--- config.mk ---
export PLATFORM = sky130hd
export DESIGN_NAME = fetch_unit_flat
export DESIGN_NICKNAME = d
export VERILOG_FILES = /design/src/rtl/fetch_unit_pkg.sv /design/src/rtl/fetch_mem_if.sv /design/src/rtl/fetch_target.sv /design/src/rtl/fetch_unit.sv /design/src/flat_wrapper.sv
export SDC_FILE = /design/constraint.sdc
export NUM_CORES = 1
export LEC_CHECK = 0
export ABC_AREA = 1
export CAP_MARGIN = 10
export CORE_MARGIN = 4
export CORE_UTILIZATION = 25
export DETAILED_ROUTE_END_ITERATION = 6
export GPL_ROUTABILITY_DRIVEN = 1
export SLEW_MARGIN = 25
export SYNTH_ARGS = -nofsm -noshare
export SYNTH_HDL_FRONTEND = slang
export SYNTH_SLANG_ARGS = --single-unit
--- constraint.sdc ---
create_clock -name iCLK -period 2.5 [get_ports iCLK]
set_input_delay 0.375 -clock iCLK [delete_from_list [all_inputs] [get_ports iCLK]]
set_output_delay 0.375 -clock iCLK [all_outputs]
set_load 0.02 [all_outputs]
--- src/rtl/fetch_unit_pkg.sv ---
// Shared definitions for the instruction fetch stage.
// Word width, reset PC default and FSM state encoding.
// Imported by the fetch unit, its target helper and the bench.
package fetch_unit_pkg;

  localparam int WORD_W = 12;

  typedef logic [WORD_W-1:0] word_t;

  localparam word_t RESET_PC_DEFAULT = 12'h000;

  // FSM state encoding kept as plain constants for legacy tooling.
  localparam logic [1:0] FETCH_IDLE   = 2'd0;
  localparam logic [1:0] FETCH_REQ    = 2'd1;
  localparam logic [1:0] FETCH_HALTED = 2'd2;
  localparam logic [1:0] FETCH_FAULT  = 2'd3;

  // Next sequential word address; wraps 12'hFFF -> 12'h000.
  function automatic word_t incWord(input word_t a);
    return a + word_t'(1);
  endfunction

endpackage

--- src/rtl/fetch_mem_if.sv ---
// Instruction memory read handshake (request held until acknowledge).
// master = fetch unit, slave = instruction memory.
// Data is only meaningful in the cycle memAck is high.
interface fetch_mem_if;
  import fetch_unit_pkg::*;

  logic  memReq;
  word_t memAddr;
  logic  memAck;
  word_t memData;

  modport master (output memReq, output memAddr, input memAck, input memData);
  modport slave  (input memReq, input memAddr, output memAck, output memData);

endinterface

--- src/rtl/fetch_target.sv ---
// Redirect target computation for branches and jumps.
// Latency: purely combinational, zero cycles.
// Backpressure: none; output follows inputs.
module fetch_target
  import fetch_unit_pkg::*;
(
  input  logic  iIS_JUMP,
  input  logic  iIS_ABS,
  input  word_t iIMM,
  input  word_t iREG,
  input  word_t iPC,
  output word_t oTARGET
);

  // Jumps take the register operand (absolute or PC-relative); branches add the immediate.
  always_comb begin
    oTARGET = iPC + iIMM;
    if (iIS_JUMP) begin
      if (iIS_ABS) begin
        oTARGET = iREG;
      end else begin
        oTARGET = iPC + iREG;
      end
    end
  end

endmodule

--- src/rtl/fetch_unit.sv ---
// Instruction fetch: PC, memory req/ack handshake, redirects, timeout fault.
// Latency: fetch edge N -> request from N+1; ack edge M -> valid strobe during M+1.
// Backpressure: request held until ack; fetch pulses outside IDLE are dropped.
module fetch_unit
  import fetch_unit_pkg::*;
#(
  parameter word_t RESET_PC    = RESET_PC_DEFAULT,
  parameter int    ACK_TIMEOUT = 15
) (
  input  logic  iCLK,
  input  logic  iRESET,
  input  logic  iENABLE,
  input  logic  iFETCH,
  input  logic  iHALT,
  input  logic  iREDIRECT,
  input  logic  iIS_JUMP,
  input  logic  iIS_ABS,
  input  word_t iIMM,
  input  word_t iREG,
  fetch_mem_if.master mem,
  output word_t oINST,
  output logic  oINST_VALID,
  output word_t oPC,
  output word_t oLINK,
  output logic  oBUSY,
  output logic  oFAULT
);

  localparam logic [7:0] TIMEOUT_CNT = 8'(ACK_TIMEOUT);

  logic [1:0] state;
  word_t      pc;
  word_t      memAddr;
  logic       memReq;
  word_t      inst;
  logic       instValid;
  word_t      outPc;
  word_t      link;
  logic       busy;
  logic       fault;
  logic [7:0] waitCnt;
  logic       pending;
  word_t      pendTarget;
  word_t      target;

  // Target is relative to oPC: the redirecting instruction is the last one delivered.
  fetch_target uTarget (
    .iIS_JUMP (iIS_JUMP),
    .iIS_ABS  (iIS_ABS),
    .iIMM     (iIMM),
    .iREG     (iREG),
    .iPC      (outPc),
    .oTARGET  (target)
  );

  // Fetch FSM with all outputs registered.
  always_ff @(posedge iCLK) begin
    if (iRESET) begin
      state      <= FETCH_IDLE;
      pc         <= RESET_PC;
      memAddr    <= RESET_PC;
      memReq     <= 1'b0;
      inst       <= '0;
      instValid  <= 1'b0;
      outPc      <= RESET_PC;
      link       <= incWord(RESET_PC);
      busy       <= 1'b0;
      fault      <= 1'b0;
      waitCnt    <= '0;
      pending    <= 1'b0;
      pendTarget <= RESET_PC;
    end else begin
      instValid <= 1'b0;
      case (state)
        FETCH_IDLE: begin
          if (iHALT) begin
            state <= FETCH_HALTED;
          end else begin
            if (iREDIRECT) begin
              pc <= target;
            end
            // A same-cycle redirect steers the new request to the target.
            if (iFETCH && iENABLE) begin
              memAddr <= iREDIRECT ? target : pc;
              memReq  <= 1'b1;
              busy    <= 1'b1;
              waitCnt <= '0;
              state   <= FETCH_REQ;
            end
          end
        end
        FETCH_REQ: begin
          if (mem.memAck) begin
            memReq  <= 1'b0;
            busy    <= 1'b0;
            waitCnt <= '0;
            pending <= 1'b0;
            state   <= FETCH_IDLE;
            // A redirect seen while waiting makes the returning word stale.
            if (iREDIRECT) begin
              pc <= target;
            end else if (pending) begin
              pc <= pendTarget;
            end else begin
              inst      <= mem.memData;
              outPc     <= memAddr;
              link      <= incWord(memAddr);
              pc        <= incWord(memAddr);
              instValid <= 1'b1;
            end
          end else begin
            if (iREDIRECT) begin
              pending    <= 1'b1;
              pendTarget <= target;
            end
            waitCnt <= waitCnt + 8'd1;
            if (waitCnt + 8'd1 == TIMEOUT_CNT) begin
              fault  <= 1'b1;
              memReq <= 1'b0;
              busy   <= 1'b0;
              state  <= FETCH_FAULT;
            end
          end
        end
        FETCH_HALTED: begin
          state <= FETCH_HALTED;
        end
        default: begin
          state <= FETCH_FAULT;
        end
      endcase
    end
  end

  assign mem.memReq  = memReq;
  assign mem.memAddr = memAddr;
  assign oINST       = inst;
  assign oINST_VALID = instValid;
  assign oPC         = outPc;
  assign oLINK       = link;
  assign oBUSY       = busy;
  assign oFAULT      = fault;

endmodule
--- src/flat_wrapper.sv ---
// flat-port wrapper written by rule: the top's interface ports become plain ports
module fetch_unit_flat import fetch_unit_pkg::*;
#(
  parameter word_t RESET_PC    = RESET_PC_DEFAULT,
  parameter int    ACK_TIMEOUT = 15
)
  (iCLK, iRESET, iENABLE, iFETCH, iHALT, iREDIRECT, iIS_JUMP, iIS_ABS, iIMM, iREG, oINST, oINST_VALID, oPC, oLINK, oBUSY, oFAULT, mem_memReq, mem_memAddr, mem_memAck, mem_memData);
  fetch_mem_if mem_i ();
  input  logic iCLK;
  input  logic iRESET;
  input  logic iENABLE;
  input  logic iFETCH;
  input  logic iHALT;
  input  logic iREDIRECT;
  input  logic iIS_JUMP;
  input  logic iIS_ABS;
  input  word_t iIMM;
  input  word_t iREG;
  output word_t oINST;
  output logic oINST_VALID;
  output word_t oPC;
  output word_t oLINK;
  output logic oBUSY;
  output logic oFAULT;
  output wire logic [$bits(mem_i.memReq)-1:0] mem_memReq;
  output wire logic [$bits(mem_i.memAddr)-1:0] mem_memAddr;
  input wire logic [$bits(mem_i.memAck)-1:0] mem_memAck;
  input wire logic [$bits(mem_i.memData)-1:0] mem_memData;
  assign mem_memReq = mem_i.memReq;
  assign mem_memAddr = mem_i.memAddr;
  assign mem_i.memAck = mem_memAck;
  assign mem_i.memData = mem_memData;
  fetch_unit #(.RESET_PC(RESET_PC), .ACK_TIMEOUT(ACK_TIMEOUT)) u_core (.iCLK(iCLK), .iRESET(iRESET), .iENABLE(iENABLE), .iFETCH(iFETCH), .iHALT(iHALT), .iREDIRECT(iREDIRECT), .iIS_JUMP(iIS_JUMP), .iIS_ABS(iIS_ABS), .iIMM(iIMM), .iREG(iREG), .mem(mem_i), .oINST(oINST), .oINST_VALID(oINST_VALID), .oPC(oPC), .oLINK(oLINK), .oBUSY(oBUSY), .oFAULT(oFAULT));
endmodule
After elaboration in Yosys (flattened, before gate mapping)
Cells that the tools add are included.
{"block": "classes", "add_sub_neg": 4, "n_eq_ne": 8, "muxes": 25, "bitwise_logic": 5, "n_reduce_logical": 14}
{"op": "$mux W12", "n": 7}
{"op": "$add A12 B12 Y12", "n": 2}
{"op": "$mux W8", "n": 3}
{"op": "$pmux W12 S2", "n": 1}
{"op": "$pmux W8 S2", "n": 1}
{"op": "$reduce_and A3 Y1", "n": 5}
{"op": "$add A12 B1 Y12 const B", "n": 1}
{"op": "$add A8 B1 Y8 const B", "n": 1}
{"op": "$eq A8 B4 Y1 const B", "n": 1}
{"op": "$mux W2", "n": 4}
{"op": "$reduce_and A4 Y1", "n": 2}
{"op": "$mux W1", "n": 7}
{"op": "$ne A3 B2 Y1 const B", "n": 2}
{"op": "$pmux W2 S3", "n": 1}
{"op": "$not A1 Y1", "n": 5}
{"op": "$ne A2 B2 Y1 const B", "n": 2}
{"op": "$reduce_and A2 Y1", "n": 2}
{"op": "$reduce_bool A2 Y1", "n": 2}
{"op": "$reduce_or A4 Y1", "n": 1}
{"op": "$eq A2 B1 Y1 const B", "n": 1}
{"op": "$eq A2 B2 Y1 const B", "n": 1}
{"op": "$logic_not A2 Y1", "n": 1}
{"op": "$ne A2 B1 Y1 const B", "n": 1}
{"op": "$pmux W1 S2", "n": 1}
{"op": "$logic_and A1 B1 Y1", "n": 1}
{"block": "word_totals", "ff_bits": 86, "in_bits": 45, "output_inout_bits": 52, "wordCells": 68}

Logic depth before layout (Yosys ltp)
Gate-level depths: netlist of the first run.
{"block": "depth", "word_depth": 6, "depth_mapped": 15, "mapped_depth_nobuf": 15}

Modules after synthesis
A second synthesis of the first run with hierarchy kept.
{"block": "unflattened", "cells_unflattened": 802, "area_unflattened_um2": 5261.3}
{"mod": "fetch_unit", "instances": 1, "cells_each": 518, "area_per_inst_um2": 3779.9, "seq_area_each_um2": 1721.7}
{"mod": "fetch_target", "instances": 1, "cells_each": 284, "area_per_inst_um2": 1481.4, "seq_area_each_um2": 0.0}

Least setup slack after synthesis of the first run
OpenSTA, ideal clock, no wires.
{"block": "synth_path", "path_kind": "reg-to-reg", "from": "register u_core.outPc[0], in the netlist u_core.oPC[0]", "to": "register u_core.memAddr[6], in the netlist u_core.mem.memAddr[6]", "setup_ns": 0.070, "t_arrival_ns": 1.968, "required_time_ns": 2.430, "setup_slack_ns": 0.462, "stages_incl_launch_ff": 12, "n_path_buf": 0, "period_less_slack_ns": 2.038, "path_cell_list": "dfxtp_1 > ha_1 > inv_1 > fa_1 > inv_1 > nand3_1 > nand2_1 > a21oi_1 > or2_2 > nand3_1 > nand3_1 > a21oi_1"}
{"block": "synth_between", "elab_chain_cells": 4, "word_cells_on_any_way": 5, "classes_between": "add/sub: 2; mux: 3"}
{"item": "start: declaration", "line_no": "fetch_unit.sv:37", "text": "word_t outPc;"}
{"item": "start signal: assignment", "line_no": "fetch_unit.sv:106", "text": "outPc <= memAddr;"}
{"item": "$add A12 B12 Y12", "line_no": "fetch_target.sv:22", "text": "oTARGET = iPC + iREG;"}
{"item": "$mux W12", "line_no": "fetch_target.sv:19", "text": "if (iIS_ABS) begin"}
{"item": "$mux W12 (*)", "line_no": "fetch_target.sv:18", "text": "if (iIS_JUMP) begin"}
{"item": "$mux W12 (*)"}
{"item": "end signal: assignment", "line_no": "fetch_unit.sv:84", "text": "memAddr <= iREDIRECT ? target : pc;"}
{"item": "end: declaration", "line_no": "fetch_unit.sv:33", "text": "word_t memAddr;"}
Mark *: on every way between the ends. The rest lies on a longest branch, timed or not.
A chain may end at the register's enable or synchronous reset.

Worst setup path after layout of the first run
{"block": "layout_path", "from": "input iREG[0]", "to": "register u_core.pendTarget[8]"}
{"block": "layout_between", "elab_chain_cells": 3}
{"item": "start: declaration", "line_no": "flat_wrapper.sv:18", "text": "input word_t iREG;"}
{"item": "$add A12 B12 Y12", "line_no": "fetch_target.sv:22"}
{"item": "$mux W12", "line_no": "fetch_target.sv:19"}
{"item": "$mux W12", "line_no": "fetch_target.sv:18"}
{"item": "end signal: assignment", "line_no": "fetch_unit.sv:114", "text": "pendTarget <= target;"}
{"item": "end: declaration", "line_no": "fetch_unit.sv:43", "text": "word_t pendTarget;"}
Every way passes these cells.

==> qor.yml, run 1 <==
status: "complete, no violations"
synth_nets: 885
cts_hold_buffers: 0
diodes: 0
die_y_um: 154
ys_seq_area_frac: 0.325
maxCapViolations: 0
crit_required_ns: 2.74
wire_per_inst_um: 14.5
clk_path_buf_depth: 2
holdCritPathClass: "reg2reg"
cts_buffers: 9
whs_ns: 0.470
area.growth.synth_to_final_pct: 31.7
drive_above_1_share: 0.0611
leakagePower_uw: 0.00316
fin_skew_ns: 0.0108
critPathBufInv: 3
max_slew_margin: 0.632
cp_max_fo: 3
synth_area_sq_um: 5300
clkLatencyLatePin_ns: 0.35
first_global_vias: 5292
dp_hpwl_um: 13000
cp_cell_sequence: "clkdlybuf4s50_1 -> ha_1 -> inv_1 -> fa_1 -> nor2_1 -> nand2_1 -> nand3_1 -> nand2_1 -> nand2_1 -> nor2_1 -> o21bai_1 -> nand2_1 -> o21ai_0 -> inv_1"
htree_levels: 3
synth_cell_type_count: 36
period_share: 0.889
peakVddDrop_mv: 0.235
clock-sinks: 86
critical-path-top-delay-family: "simple AND/OR/NAND/NOR gates"
core_area_sq_um: 21000
routed-via-count: 5477
final_util: 0.333
die-area_sq_um: 23600
synth_warnings: 0
initial_core_util: 0.253
hold_violations: 0
grt_overflow: 0
fin_crit_ns: 2.22
firstDrtPassIters: 5
die_w_um: 154
io_pins: 97
slew_viol_final: 0
max_freq_ghz: 0.450
max_stage_delay_ns: 0.49
drc: 0
viasPerCell: 4.60
grt_pass1_wl_um: 27700
rsz0062_at_grt: "no"
antenna_found_initial: 0
gp_congestion: 0.868
nFillCells: 2280
grtUsageTotal: 0.145
synth_seq_cells: 86
startpoint_type: "primary input"
port_buffers: 96
final_net_count: 983
criticalPathCategory: "in2reg"
power.density_nw_per_um2: 509
grt_max_degree: 61
ant_nets: 0
initialDrtViolationCount: 315
end_kind: "flop"
setup_viol: 0
syn_area_per_cell_sq_um: 6.52
cts.clk_slew.worst_paths_ns: 0.07
tightest_slew_ns: 0.552
row_count: 53
cts-root-buf: "clkbuf_16"
cp_slowest_cell: "clkdlybuf4s50_1"
cpMostUsedCell: "nand2_1"
arrival_ns: 2.46
wl_um: 17300
cts_tree: "built"
netlist_instances: 813
cell usage after synthesis, drive strengths merged:
master / number / area share
fa: 2 / 0.0076
or3: 1 / 0.0012
nand3b: 1 / 0.0014
dfxtp: 86 / 0.32
o221ai: 3 / 0.0050
a221oi: 2 / 0.0033
ha: 25 / 0.059
o22ai: 1 / 0.0012
nor2: 94 / 0.075
inv: 104 / 0.074
clkbuf: 13 / 0.0094
xnor2: 3 / 0.0050
buf: 21 / 0.025
a211oi: 1 / 0.0014
xor2: 12 / 0.020
o21bai: 3 / 0.0042
a21oi: 92 / 0.087
o211ai: 13 / 0.018
nand2: 188 / 0.13
nand4: 8 / 0.0094
o21ai: 68 / 0.064
nor3: 4 / 0.0038
o21a: 1 / 0.0014
or2: 6 / 0.0071
a31oi: 4 / 0.0047
nand3: 57 / 0.054
cell type report:
| cell class | instances | area, sq um | area share |
|---|---|---|---|
| Multi-Input combinational cell | 589 | 3010 | 0.430 |
| Tap cell | 275 | 344 | 0.0493 |
| Inverter | 104 | 390 | 0.0559 |
| Sequential cell | 86 | 1720 | 0.247 |
| Timing Repair Buffer | 121 | 1170 | 0.168 |
| Clock inverter | 5 | 106 | 0.0152 |
| Clock buffer | 11 | 243 | 0.0348 |
kinds of logic after synthesis:
kind of cell | synth area share
simple gates | 0.285
compound gates | 0.191
buf+inv | 0.108
flops | 0.325
fa+ha+maj | 0.0666
xor+xnor | 0.0248
worst paths after layout:
kind,start,endpoint,slack [ns],depth (start not counted)
min,u_core.pendTarget[0],u_core.pendTarget[0],0.47,2
max,iREG[0],u_core.pendTarget[8],0.28,14
max reg2reg,u_core.oPC[0],u_core.pendTarget[8],0.38,13
min reg2reg,u_core.pendTarget[0],u_core.pendTarget[0],0.47,2
registers in the layout, summed over array words and instances, names as in the netlist, 2 cells and up:
| name | flops |
|---|---|
| u_core.mem.memAddr | 12 |
| u_core.oINST | 12 |
| u_core.oLINK | 12 |
| u_core.oPC | 12 |
| u_core.pc | 12 |
| u_core.pendTarget | 12 |
| u_core.state | 2 |
| u_core.waitCnt | 8 |
through the flow:
stage               TNS (ns)  instances  power [uW]  setup slack, ns  cell area [sq um]
global route               0       1191        3700           0.0833               6980
floorplan                  0        813        1750            0.462               5300
CTS                        0       1191        3580            0.235               6980
global placement     -0.0434       1175        1980          -0.0175               6640
detailed placement    -0.532       1175        1980           -0.134               6640
finish                     0       1191        3550            0.279               6980
timing repair:
action | CTS | global route
buffers inserted | 0 | 0
gates resized for setup | 0 | 1
setup endpoints to repair | 0 | 2
worst register-to-register path, stage by stage, from the launching register on:
cell and delay (ns):
dfxtp_1 0.39, ha_1 0.19, inv_1 0.06, fa_1 0.38, nor2_1 0.16, nand2_1 0.07, nand3_1 0.12, nand2_1 0.06
nand2_1 0.08, nor2_1 0.04, o21bai_1 0.15, nand2_1 0.09, o21ai_0 0.16, inv_1 0.06
power breakdown:
part | switching [uW] | total, uW | internal [uW]
combinational | 289 | 506 | 217
sequential | 38.3 | 1450 | 1410
clock | 592 | 1600 | 1010
total | 919 | 3550 | 2630
cell usage in the layout, fill, tap and decap left out, drive strengths merged:
cell	instances
nand2	188
inv	104
clkdlybuf4s50	96
nor2	94
a21oi	92
dfxtp	86
o21ai	68
nand3	57
ha	25
buf	25
o211ai	13
xor2	12
clkbuf	11
nand4	8
or2	6
nor3	4
a31oi	4
o21bai	3
xnor2	3
o221ai	3
bufinv	3
a221oi	2
fa	2
or3	1
o22ai	1
nand3b	1
o21a	1
a211oi	1
clkinvlp	1
clkinv	1
per-layer routing:
layer,wire (um),part of all wire,vias up,GRT usage
met5,0,0,-,0
met4,171,0.0099,0,0.0357
met3,1240,0.072,13,0.0408
met2,7450,0.43,143,0.226
met1,8400,0.49,2470,0.199
li1,-,-,2851,-
No activity file was read; power rests on OpenSTA's default activity.
==> inputs of run 2 (changes only) <==
Settings changed: CTS_BUF_LIST set to sky130_fd_sc_hd__clkbuf_4, HOLD_SLACK_MARGIN set to 0.08.
==> run 2 against run 1 <==
Compared with the run above: utilization is 0.77 points lower; largest cell class unchanged; hold slack worse by 0.0090 ns; clock skew is 0.023 ns higher; largest power group is now sequential cells; sequential power hardly changed; cell count hardly changed; first-iteration DRC count is 5.7% lower; via count is 0.57% lower; wire length hardly changed; clock power is 34% lower.
==> qor.yml, run 2 (synthesis gave the netlist of run 1 again) <==
arrival_ns: 2.63
cts_buffers: 9
viasPerCell: 4.57
cts.clk_slew.worst_paths_ns: 0.17
fin_setup_tns_ns: 0
dp_hpwl_um: 13000
clk_path_buf_depth: 2
finalWorstSetupSlack_ns: 0.305
drive_above_1_share: 0.0611
clock-sinks: 86
initial_core_util: 0.253
wire_per_inst_um: 14.5
leakagePower_uw: 0.00309
grtUsageTotal: 0.145
routed-via-count: 5446
htree_levels: 3
setup_viol: 0
fin_crit_ns: 2.20
max_freq_ghz: 0.456
post_cts_resized: 0
dp_worst_setup_slack_ns: -0.134
max_slew_margin: 0.637
wl_um: 17200
grt_pass1_wl_um: 27700
cts_tree: "built"
antenna_found_initial: 1
grt_overflow: 0
cts-root-buf: "clkbuf_4"
area.growth.synth_to_final_pct: 28.7
critical-path-top-delay-family: "adder cells"
grt_max_degree: 61
cp_max_fo: 4
hold_violations: 0
crit_required_ns: 2.94
tightest_slew_ns: 0.544
post_cts_buffers: 0
whs_ns: 0.461
row_count: 53
holdCritPathClass: "in2reg"
startpoint_type: "flop"
criticalPathCategory: "reg2reg"
stdcell_area_sq_um: 6820
die_w_um: 154
core_area_sq_um: 21000
firstDrtPassIters: 4
end_kind: "flop"
max_stage_delay_ns: 0.42
cts_hold_buffers: 0
rsz0062_at_grt: "no"
clkLatencyLatePin_ns: 0.49
slew_viol_final: 0
die-area_sq_um: 23600
cp_slowest_cell: "dfxtp_1"
cp_cell_sequence: "ha_1 -> inv_1 -> fa_1 -> nor2_1 -> nand2_1 -> nand3_1 -> xor2_1 -> nor2_1 -> o21ai_0 -> nand2_1 -> a21oi_1"
fin_skew_ns: 0.0339
die_y_um: 154
initialDrtViolationCount: 297
final_cell_mix: "nand2_1, inv_1, clkdlybuf4s50_1, a21oi_1, nor2_1"
peakVddDrop_mv: 0.189
final_common_cell: "nand2_1"
ant_nets: 0
gp_congestion: 0.868
port_buffers: 96
io_pins: 97
postPlaceCellArea_sq_um: 6640
critPathBufInv: 1
period_share: 0.878
final_net_count: 983
maxCapViolations: 0
drc: 0
first_global_vias: 5297
power.density_nw_per_um2: 440
status: "complete, no violations"
[run 2: per-stage QoR]
step	util	power, uW	instances
3_5_place_dp	0.317	1980	1175
2_1_floorplan	-	1750	813
5_1_grt	0.326	3140	1192
3_3_place_gp	0.317	1980	1175
6_report	0.326	3000	1192
4_1_cts	0.325	3030	1191
[run 2: path summary, 6_finish.rpt]
| kind | startpoint | to | slack, ns | depth (start not counted) |
|---|---|---|---|---|
| worst max-delay path | u_core.oPC[0] | u_core.pc[4] | 0.30 | 11 |
| worst min-delay path | mem_memData[3] | u_core.oINST[3] | 0.46 | 3 |
| worst max register to register | u_core.oPC[0] | u_core.pc[4] | 0.30 | 11 |
| worst min register to register | u_core.pendTarget[0] | u_core.pendTarget[0] | 0.48 | 2 |
[run 2: final cells by class]
class,instances,area [sq um]
Clock inverter,6,110
Tap cell,275,344
Sequential cell,86,1720
Clock buffer,10,75.1
Timing Repair Buffer,121,1170
Multi-Input combinational cell,589,3010
Antenna cell,1,2.50
Inverter,104,390
Fill cell,2303,14100
[run 2: report_power, final]
part           switching, uW  total, uW  internal (uW)
combinational            289        505            216
sequential              38.2       1450           1410
clock                    535       1050            516
[run 2: tightest hold or removal path: stages]
cell	delay (ns)
clkdlybuf4s50_1	0.39
nor2_1	0.10
nor2_1	0.05
[run 2: routing by layer]
| metal | vias to the layer above | track usage | routed length [um] |
|---|---|---|---|
| met3 | 13 | 0.0374 | 1220 |
| met4 | 0 | 0.0408 | 216 |
| li1 | 2847 | - | - |
| met2 | 136 | 0.227 | 7440 |
| met1 | 2450 | 0.199 | 8360 |
| met5 | - | 0 | 0 |
==> inputs of run 3 (changes only) <==
Settings changed: SYNTH_HIERARCHICAL set to 1.
==> run 3 against run 2 <==
Compared with the run above: maximum frequency fell by 3.5%; combinational power is 5.5% higher; synthesized cell count fell by 1.4%; highest routed layer unchanged; utilization grew 1.6 points; setup slack got worse by 0.081 ns; clock power down 20%; non-clock buffer count is 31 higher; count of clock-buffer cells in the layout stayed put.
==> qor.yml, run 3 <==
synth_warnings: 6
synth_seq_cells: 86
final_net_count: 1006
first_global_vias: 5418
cp_max_fo: 4
cp_slowest_cell: "dfxtp_1"
max_stage_delay_ns: 0.54
row_count: 52
place_inst: 1193
fin_crit_ns: 2.28
cts_hold_buffers: 0
clkLatencyLatePin_ns: 0.48
status: "complete, no violations"
arrival_ns: 2.64
die_y_um: 153
synth_cell_type_count: 38
htree_levels: 3
initialDrtViolationCount: 462
clk_path_buf_depth: 2
rsz0062_at_grt: "no"
io_pins: 97
hold_violations: 0
max_slew_margin: 0.630
leakagePower_uw: 0.00306
slew_viol_final: 0
synth_area_sq_um: 5260
stdcell_area_sq_um: 7000
die_w_um: 153
cts_buffers: 9
startpoint_type: "flop"
fin_skew_ns: 0.0253
netlist_instances: 802
final_util: 0.341
async_reset_ff_frac: 0
period_share: 0.910
firstDrtPassIters: 5
final_cell_mix: "nand2_1, nor2_1, clkdlybuf4s50_1, o21ai_0, dfxtp_1"
end_kind: "flop"
yosys-top-cells-area: "dfxtp_1, nand2_1, o21ai_0"
synth_top_area_cell: "dfxtp_1"
die-area_sq_um: 23400
viasPerCell: 4.70
ys_seq_area_frac: 0.327
synth-edff-count: 0
fin_cells: 1210
cpMostUsedCell: "nand2_1"
maxCapViolations: 0
synth_nets: 874
holdCritPathClass: "reg2reg"
port_buffers: 96
peakVddDrop_mv: 0.235
synthTopCellsByCount: "nand2_1, nor2_1, o21ai_0, dfxtp_1, inv_1"
setup_viol: 0
area.growth.synth_to_final_pct: 33.0
syn_area_per_cell_sq_um: 6.56
criticalPathCategory: "reg2reg"
drc: 0
initial_core_util: 0.257
routed-via-count: 5684
antenna_found_initial: 0
crit_required_ns: 2.87
clock-sinks: 86
cp_cell_sequence: "ha_1 -> nand2_1 -> nand2_1 -> a21oi_1 -> nand3_1 -> nand2_1 -> nand3_1 -> nand2_1 -> nand2_1 -> nand2_1 -> inv_1 -> a311oi_1 -> a21oi_1"
synth_top_flop_cell: "dfxtp_1"
postPlaceCellArea_sq_um: 6850
grt_overflow: 0
core_area_sq_um: 20500
ant_nets: 0
cts-root-buf: "clkbuf_4"
tightest_slew_ns: 0.549
power.density_nw_per_um2: 403
dp_hpwl_um: 13500
grtUsageTotal: 0.149
cts_tree: "built"
grt_pass1_wl_um: 28500
yosysMostFrequentCell: "nand2_1"
drive_above_1_share: 0.102
wire_per_inst_um: 14.6
cts.clk_slew.worst_paths_ns: 0.15
max_freq_ghz: 0.439
grt_max_degree: 62
gp_congestion: 0.937
wl_um: 17600
synth_top_area_frac: 0.327
final_common_cell: "nand2_1"
## run 3: cell count changes in the layout (fill, tap and decap cells not counted), moves of 4 or more
cell / previous run / this run
buf_4: 23 / 55
nor2_4: 5 / 1
o211ai_1: 13 / 8
a21oi_1: 92 / 51
a31oi_1: 4 / 12
nor2_1: 87 / 109
inv_1: 100 / 76
nor3_1: 4 / 14
a41oi_1: 0 / 6
nand2_1: 187 / 177
o21ai_0: 64 / 86
## run 3: metal layers
metal  global-route usage  share of wire
met1                0.207           0.47
met2                0.223           0.43
met3               0.0461          0.081
met4               0.0429          0.023
met5                    0              0
## run 3: worst paths after layout
path | slack, ns | start | depth (start not counted) | end
hold reg to reg | 0.47 | u_core/oLINK[0] | 2 | u_core/oLINK[0]
setup reg to reg | 0.22 | u_core/oPC[8] | 13 | u_core/pc[11]
hold / removal | 0.47 | u_core/oLINK[0] | 2 | u_core/oLINK[0]
setup / recovery | 0.22 | u_core/oPC[8] | 13 | u_core/pc[11]
## run 3: critical path: cells and delay by family, from the launching register on
kind            cells  cell delay [ns]
fa+ha+maj           1             0.36
compound gates      3             0.58
simple gates        8             0.62
flops               1             0.54
buf+inv             1             0.06
## run 3: cells by family (layout without fill, tap and decap cells)
group,after synthesis,count (layout),synth area share
XOR/XNOR,16,16,0.0266
AO/OA/AOI/OAI,176,176,0.184
adder cells (fa/ha/maj),27,27,0.0671
flip-flops,86,86,0.327
AND/OR/NAND/NOR,383,383,0.308
other,0,1,0
buffers and inverters,114,251,0.0870
## run 3: timing repair
item	CTS	global route
setup endpoints to repair	0	4
setup buffers	0	0
resized for setup	0	2
## run 3: cell type report
| cell class | instances | area (sq um) |
|---|---|---|
| clock inverters | 6 | 68.8 |
| inverters | 83 | 313 |
| flip-flops and latches | 86 | 1720 |
| clock buffers | 10 | 75.1 |
| fillers | 2240 | 13500 |
| repair buffers | 152 | 1390 |
| diodes | 1 | 2.50 |
| multi-input cells | 602 | 3080 |
| well taps | 270 | 338 |
## run 3: stage by stage
| step | total power, uW | TNS [ns] | worst slack [ns] | hold WS (ns) |
|---|---|---|---|---|
| floorplan | 1750 | 0 | 0.387 | 0.450 |
| global placement | 2010 | -0.424 | -0.0945 | 0.448 |
| detailed placement | 2010 | -0.719 | -0.131 | 0.451 |
| CTS | 2850 | 0 | 0.200 | 0.467 |
| global route | 2970 | 0 | 0.0596 | 0.472 |
| finish | 2820 | 0 | 0.224 | 0.468 |
## run 3: report_power, final
group / total [uW] / switching [uW] / internal [uW]
registers: 1450 / 37.3 / 1410
clock network: 836 / 513 / 323
logic: 533 / 298 / 235
total: 2820 / 849 / 1970
